--- config.mk ---
export PLATFORM = sky130hd
export DESIGN_NAME = tick_monitor_flat
export DESIGN_NICKNAME = d
export VERILOG_FILES = /design/src/rtl/tick_monitor_if.sv /design/src/rtl/tick_monitor.sv /design/src/flat_wrapper.sv
export SDC_FILE = /design/constraint.sdc
export NUM_CORES = 1
export LEC_CHECK = 0
export CORE_MARGIN = 1
export CORE_UTILIZATION = 48
export DETAILED_ROUTE_END_ITERATION = 6
export PLACE_DENSITY = 0.75
export SYNTH_ARGS = -nofsm -noshare
export SYNTH_HDL_FRONTEND = slang
export SYNTH_SLANG_ARGS = --single-unit
--- constraint.sdc ---
create_clock -name clk -period 8.7 [get_ports clk]
set_input_delay 1.74 -clock clk [delete_from_list [all_inputs] [get_ports clk]]
set_output_delay 1.74 -clock clk [all_outputs]
set_load 0.05 [all_outputs]
--- src/rtl/tick_monitor_if.sv ---
// tick_monitor_if: tick stream input and measurement/status outputs of tick_monitor.
//   master: drives clk_en_in, observes results (testbench / system side)
//   slave : consumes clk_en_in, drives period, period_valid, locked, err_pulse,
//           timeout, err_count, min_period, max_period (monitor side)
interface tick_monitor_if #(parameter int CNT_W = 16);
  logic             clk_en_in;
  logic [CNT_W-1:0] period;
  logic             period_valid;
  logic             locked;
  logic             err_pulse;
  logic             timeout;
  logic [7:0]       err_count;
  logic [CNT_W-1:0] min_period;
  logic [CNT_W-1:0] max_period;
  modport master (
    output clk_en_in,
    input  period, period_valid, locked, err_pulse, timeout, err_count, min_period, max_period
  );
  modport slave (
    input  clk_en_in,
    output period, period_valid, locked, err_pulse, timeout, err_count, min_period, max_period
  );
endinterface

--- src/rtl/tick_monitor.sv ---
// tick_monitor: measures tick-to-tick period of an enable stream, locks onto EXP_PERIOD, flags loss.
//   clk, reset : clock, synchronous active-high reset
//   bus (slave): clk_en_in in; period/period_valid, locked, err_pulse, timeout,
//                err_count, min_period/max_period out
//   Optional macro TICK_MONITOR_MINMAX_EN builds min/max period tracking;
//   otherwise min_period/max_period are tied to 0.
module tick_monitor #(
  parameter int CNT_W      = 16,
  parameter int EXP_PERIOD = 10,
  parameter int TOL        = 0,
  parameter int LOCK_CNT   = 4,
  parameter int TIMEOUT    = 20
) (
  input  logic           clk,
  input  logic           reset,
  tick_monitor_if.slave  bus
);
  typedef enum logic [1:0] {IDLE, ACQUIRE, LOCKED} state_t;
  localparam int MW = $clog2(LOCK_CNT + 1);
  state_t           state_q, state_d;
  logic [CNT_W-1:0] gap_q, gap_d, period_q, period_d;
  logic [MW-1:0]    match_q, match_d;
  logic [7:0]       errc_q, errc_d;
  logic             pv_q, pv_d, err_q, to_q, to_d, locked_q, lose;
  logic [CNT_W:0]   meas, diff;
  logic             tick, in_tol, to_hit;
  assign tick   = bus.clk_en_in;
  // One extra bit keeps gap+1 and the deviation free of wrap-around.
  assign meas   = {1'b0, gap_q} + (CNT_W+1)'(1);
  assign diff   = (meas >= (CNT_W+1)'(EXP_PERIOD)) ? meas - (CNT_W+1)'(EXP_PERIOD)
                                                   : (CNT_W+1)'(EXP_PERIOD) - meas;
  assign in_tol = diff <= (CNT_W+1)'(TOL);
  // A tick in the timeout cycle wins, so to_hit requires no tick.
  assign to_hit = (state_q != IDLE) && !tick && (gap_q == CNT_W'(TIMEOUT - 1));
  always_comb begin
    state_d  = state_q;
    gap_d    = tick ? '0 : (&gap_q ? gap_q : gap_q + 1'b1);
    match_d  = match_q;
    period_d = period_q;
    pv_d     = 1'b0;
    to_d     = 1'b0;
    lose     = 1'b0;
    if (to_hit) begin
      state_d = IDLE;
      gap_d   = '0;
      to_d    = 1'b1;
      lose    = state_q == LOCKED;
    end else if (tick) begin
      if (state_q == IDLE) begin
        state_d = ACQUIRE;
        match_d = '0;
      end else begin
        pv_d     = 1'b1;
        period_d = meas[CNT_W] ? '1 : meas[CNT_W-1:0];
        if (state_q == ACQUIRE) begin
          match_d = in_tol ? match_q + 1'b1 : '0;
          state_d = (in_tol && match_q == MW'(LOCK_CNT - 1)) ? LOCKED : ACQUIRE;
        end else if (!in_tol) begin
          lose    = 1'b1;
          state_d = ACQUIRE;
          match_d = '0;
        end
      end
    end
    errc_d = (lose && errc_q != 8'hff) ? errc_q + 1'b1 : errc_q;
  end
  always_ff @(posedge clk) begin
    if (reset) begin
      state_q  <= IDLE;
      gap_q    <= '0;
      match_q  <= '0;
      period_q <= '0;
      pv_q     <= 1'b0;
      err_q    <= 1'b0;
      to_q     <= 1'b0;
      locked_q <= 1'b0;
      errc_q   <= '0;
    end else begin
      state_q  <= state_d;
      gap_q    <= gap_d;
      match_q  <= match_d;
      period_q <= period_d;
      pv_q     <= pv_d;
      err_q    <= lose;
      to_q     <= to_d;
      locked_q <= state_d == LOCKED;
      errc_q   <= errc_d;
    end
  end
  assign bus.period       = period_q;
  assign bus.period_valid = pv_q;
  assign bus.locked       = locked_q;
  assign bus.err_pulse    = err_q;
  assign bus.timeout      = to_q;
  assign bus.err_count    = errc_q;
`ifdef TICK_MONITOR_MINMAX_EN
  logic [CNT_W-1:0] min_q, max_q;
  always_ff @(posedge clk) begin
    if (reset) begin
      min_q <= '1;
      max_q <= '0;
    end else if (pv_d) begin
      if (period_d < min_q) min_q <= period_d;
      if (period_d > max_q) max_q <= period_d;
    end
  end
  assign bus.min_period = min_q;
  assign bus.max_period = max_q;
`else
  assign bus.min_period = '0;
  assign bus.max_period = '0;
`endif
endmodule

--- src/flat_wrapper.sv ---
// flat-port wrapper written by rule: the top's interface ports become plain ports
module tick_monitor_flat 
#(
  parameter int CNT_W      = 16,
  parameter int EXP_PERIOD = 10,
  parameter int TOL        = 0,
  parameter int LOCK_CNT   = 4,
  parameter int TIMEOUT    = 20
)
  (clk, reset, bus_clk_en_in, bus_period, bus_period_valid, bus_locked, bus_err_pulse, bus_timeout, bus_err_count, bus_min_period, bus_max_period);
  tick_monitor_if #(.CNT_W(CNT_W)) bus_i ();
  input  logic clk;
  input  logic reset;
  input wire logic [$bits(bus_i.clk_en_in)-1:0] bus_clk_en_in;
  output wire logic [$bits(bus_i.period)-1:0] bus_period;
  output wire logic [$bits(bus_i.period_valid)-1:0] bus_period_valid;
  output wire logic [$bits(bus_i.locked)-1:0] bus_locked;
  output wire logic [$bits(bus_i.err_pulse)-1:0] bus_err_pulse;
  output wire logic [$bits(bus_i.timeout)-1:0] bus_timeout;
  output wire logic [$bits(bus_i.err_count)-1:0] bus_err_count;
  output wire logic [$bits(bus_i.min_period)-1:0] bus_min_period;
  output wire logic [$bits(bus_i.max_period)-1:0] bus_max_period;
  assign bus_i.clk_en_in = bus_clk_en_in;
  assign bus_period = bus_i.period;
  assign bus_period_valid = bus_i.period_valid;
  assign bus_locked = bus_i.locked;
  assign bus_err_pulse = bus_i.err_pulse;
  assign bus_timeout = bus_i.timeout;
  assign bus_err_count = bus_i.err_count;
  assign bus_min_period = bus_i.min_period;
  assign bus_max_period = bus_i.max_period;
  tick_monitor #(.CNT_W(CNT_W), .EXP_PERIOD(EXP_PERIOD), .TOL(TOL), .LOCK_CNT(LOCK_CNT), .TIMEOUT(TIMEOUT)) u_core (.clk(clk), .reset(reset), .bus(bus_i));
endmodule
==> results.ini <==
[run_status]
status = finished, final reports clean

[layout]
utilization_pct = 53.92
layout-drive-gt1-share_pct = 6.750
seqCellArea_sq_um = 980.9
areaGrowthSynthToFinish_pct = 7.374
fill_cells = 598
multi_input_area_sq_mm = 0.001927
nNetsFinal = 411
antennaDiodeCount = 0
layoutNonFillerInstCount = 477

[setup_path]
rrSetupSlack_ns = 4.72
crit_buf_inv = 1
critPathTopFamily = simple AND/OR/NAND/NOR gates
cpPeakStageDelay_ns = 0.59
crit_top_cell = ha_1
worst-path-stages = 13
crit_type = reg2reg
critical_path.startpoint_type = flop
setup.worst_path.start = u_core.gap_q[0]
path_cells = ha_1 -> xor2_1 -> inv_1 -> ha_1 -> a21oi_1 -> xnor2_1 -> and3_1 -> a31oi_1 -> or4_4 -> o211ai_4 -> a21oi_4 -> nand3_1 -> mux2_1
critPathMaxFanout = 10
worstSetupEndpoint = u_core.bus.err_count[7]
regToRegStartpoint = u_core.gap_q[0]
arrival_ns = 4.18
cp.required_ns = 8.91
rr_worst_depth = 13
cp_slowest_cell = or4_4
r2r_end = u_core.bus.err_count[7]
crit_path_end_kind = flop

[place]
io_buffers = 30
placedCellCount = 469
gp_congestion = 0.9841
hpwl_um = 5490

[power_and_ir_drop]
swShare_pct = 33.29
combPwrFrac_pct = 18.2
p_sw_uw = 152.4
clock_power_share_pct = 30.7
fin_total_pwr_uw = 457.7
power.internal_uw = 305.3
powerDensity_mw_per_mm2 = 132.9
irDropWorstVdd_v = 0.00009181
power.leakage_uw = 0.001274
seqPwrFrac_pct = 51.1

[global_routing]
grt_pass1_vias = 2391
grt_max_degree = 35
antenna_found_initial = 0
overflow = 0
grt_pass1_wl_um = 12030
grt.total_usage_pct = 21.29

[synthesis]
async_reset_ff_share_pct = 0
synthCells = 387
ys.flop_type = dfxtp_1
synthTopCellsByCount = nor2_1 (55), dfxtp_1 (49), buf_4 (41)
syn_avg_cell_area_sq_um = 8.286
synth_seq_cells = 49
synth_top_cell_by_area = dfxtp_1
synth_seq_area_share_pct = 30.59
synth-edff-count = 0
synthTopCellsByArea = dfxtp_1 (31%), buf_4 (9.6%), nor2_1 (6.4%)
yosys_warnings = 0
syn_area_sq_mm = 0.003207
netlist-cell-type-count = 65
synth.top_cell.area_share_pct = 30.59
post-synth-top-count-cell = nor2_1

[drt]
routed_via_density = 5.736
drt_pass1_iterations = 4
drt_iter0_markers = 270
antenna_left = 0
num_vias = 2736
wl_per_cell_um = 15.44
drcViolationCount = 0
drt-total-wl_um = 7367

[timing]
setup_viol = 0
skew_ns = 0.01165
slew_violations = 0
fin_setup_tns_ns = 0
period_needed_ns = 3.977
relSlewSlack_pct = 27.75
hold_viol = 0
worstMarginPinSlew_ns = 1.084
rsz0062_at_grt = false
post-route-period-util_pct = 45.71
fmaxAchievable_mhz = 251.5

[cts]
ctsHoldBuffers = 0
cts_tree = built
clkSinkCount = 49
cts_root_buf = clkbuf_8
cts_setup_buffers = 0
cts_max_level = 2
numCtsBuffers = 5
cts.repair.resized = 0
clk_pin_slew_ns = 0.09
clockBufferDepth = 2
clock_latency_ns = 0.32

[die]
initial_core_util_pct = 50.22
fp-row-count = 29
die-area_sq_mm = 0.007012
core-area_sq_mm = 0.006386
die_h_um = 83.74
io_pins = 63
die_w_um = 83.74

[job]
maxCapViolCount = 0

[min_path]
hold_class = reg2reg

## registers in the layout, summed over array words and instances, names as in the netlist
name	count
u_core.bus.period	16
u_core.state_q	2
u_core.bus.err_pulse	1
u_core.gap_q	16
u_core.bus.err_count	8
u_core.bus.period_valid	1
u_core.bus.timeout	1
u_core.match_q	3
u_core.bus.locked	1
## power by group through the flow
stage,Clock (uW),Sequential (uW),Combinational (uW)
after floorplan,0,253,63.9
after global placement,0,239,82.4
after detailed placement,0,239,83.0
after CTS,143,234,83.2
after global routing,152,235,88.1
final,141,234,83.2
## area by class of cell
type / instances / area share, %
Clock inverter: 3 / 0.7267
Multi-Input combinational cell: 302 / 55.96
Inverter: 10 / 1.090
Timing Repair Buffer: 31 / 8.939
Clock buffer: 5 / 1.999
Sequential cell: 49 / 28.49
Tap cell: 77 / 2.798
## cell families (layout without fill, tap and decap cells)
| family | after synthesis | count (layout) | synth area share (%) |
|---|---|---|---|
| compound gates | 75 | 75 | 18.03 |
| xor+xnor | 23 | 23 | 6.282 |
| fa+ha+maj | 9 | 9 | 3.512 |
| buf+inv | 67 | 49 | 12.95 |
| flops | 49 | 49 | 30.59 |
| mux | 4 | 4 | 1.327 |
| other cells | 1 | 32 | 0.1169 |
| simple gates | 159 | 159 | 27.20 |
## stage by stage
stage | cell area (sq um) | setup slack (ns) | hold slack, ns
after detailed placement | 3349 | 4.799 | 0.4744
after CTS | 3443 | 4.769 | 0.4864
after global placement | 3349 | 4.875 | 0.4532
after global routing | 3443 | 4.440 | 0.5002
final | 3443 | 4.723 | 0.4867
after floorplan | 3323 | 5.424 | 0.4412
## metal layers
| metal | track usage (%) | share of wire [%] |
|---|---|---|
| met1 | 29.99 | 46 |
| met2 | 32.96 | 46 |
| met4 | 5.547 | 1.5 |
| met5 | 0 | 0 |
| met3 | 4.550 | 6.5 |
## layout by cell type (no fill, tap or decap), types with 3 or more instances in the layout
master           instances
nor4_1                  12
o21ai_0                  9
and3_1                   6
o21a_1                   3
a31oi_1                  3
nand4_1                  8
o21ai_1                  3
nor2b_1                  7
xnor2_1                 15
clkdlybuf4s50_1         30
ha_1                     9
o211ai_1                 3
dfxtp_1                 49
a311oi_1                 7
nand3_1                 14
nor2_1                  55
xor2_1                   8
or2_2                    3
o31a_1                   4
nand3b_1                 4
nand2_1                 17
clkbuf_8                 5
nor3_1                   9
and4_1                   3
conb_1                  32
a211oi_1                15
inv_1                   10
a21oi_1                  9
## how the worst min path moves through the flow
| stage | end | depth (start not counted) | start | slack (ns) |
|---|---|---|---|---|
| 3_5_place_dp | u_core.match_q[0] | 1 | u_core.match_q[0] | 0.47 |
| 4_1_cts | u_core.match_q[0] | 1 | u_core.match_q[0] | 0.49 |
| 2_1_floorplan | u_core.match_q[0] | 1 | u_core.match_q[0] | 0.44 |
| 5_1_grt | u_core.match_q[0] | 1 | u_core.match_q[0] | 0.50 |
| 3_3_place_gp | u_core.match_q[0] | 1 | u_core.match_q[0] | 0.45 |
| 6_report | u_core.match_q[0] | 1 | u_core.match_q[0] | 0.49 |
Power figures use the tool's default switching activity.
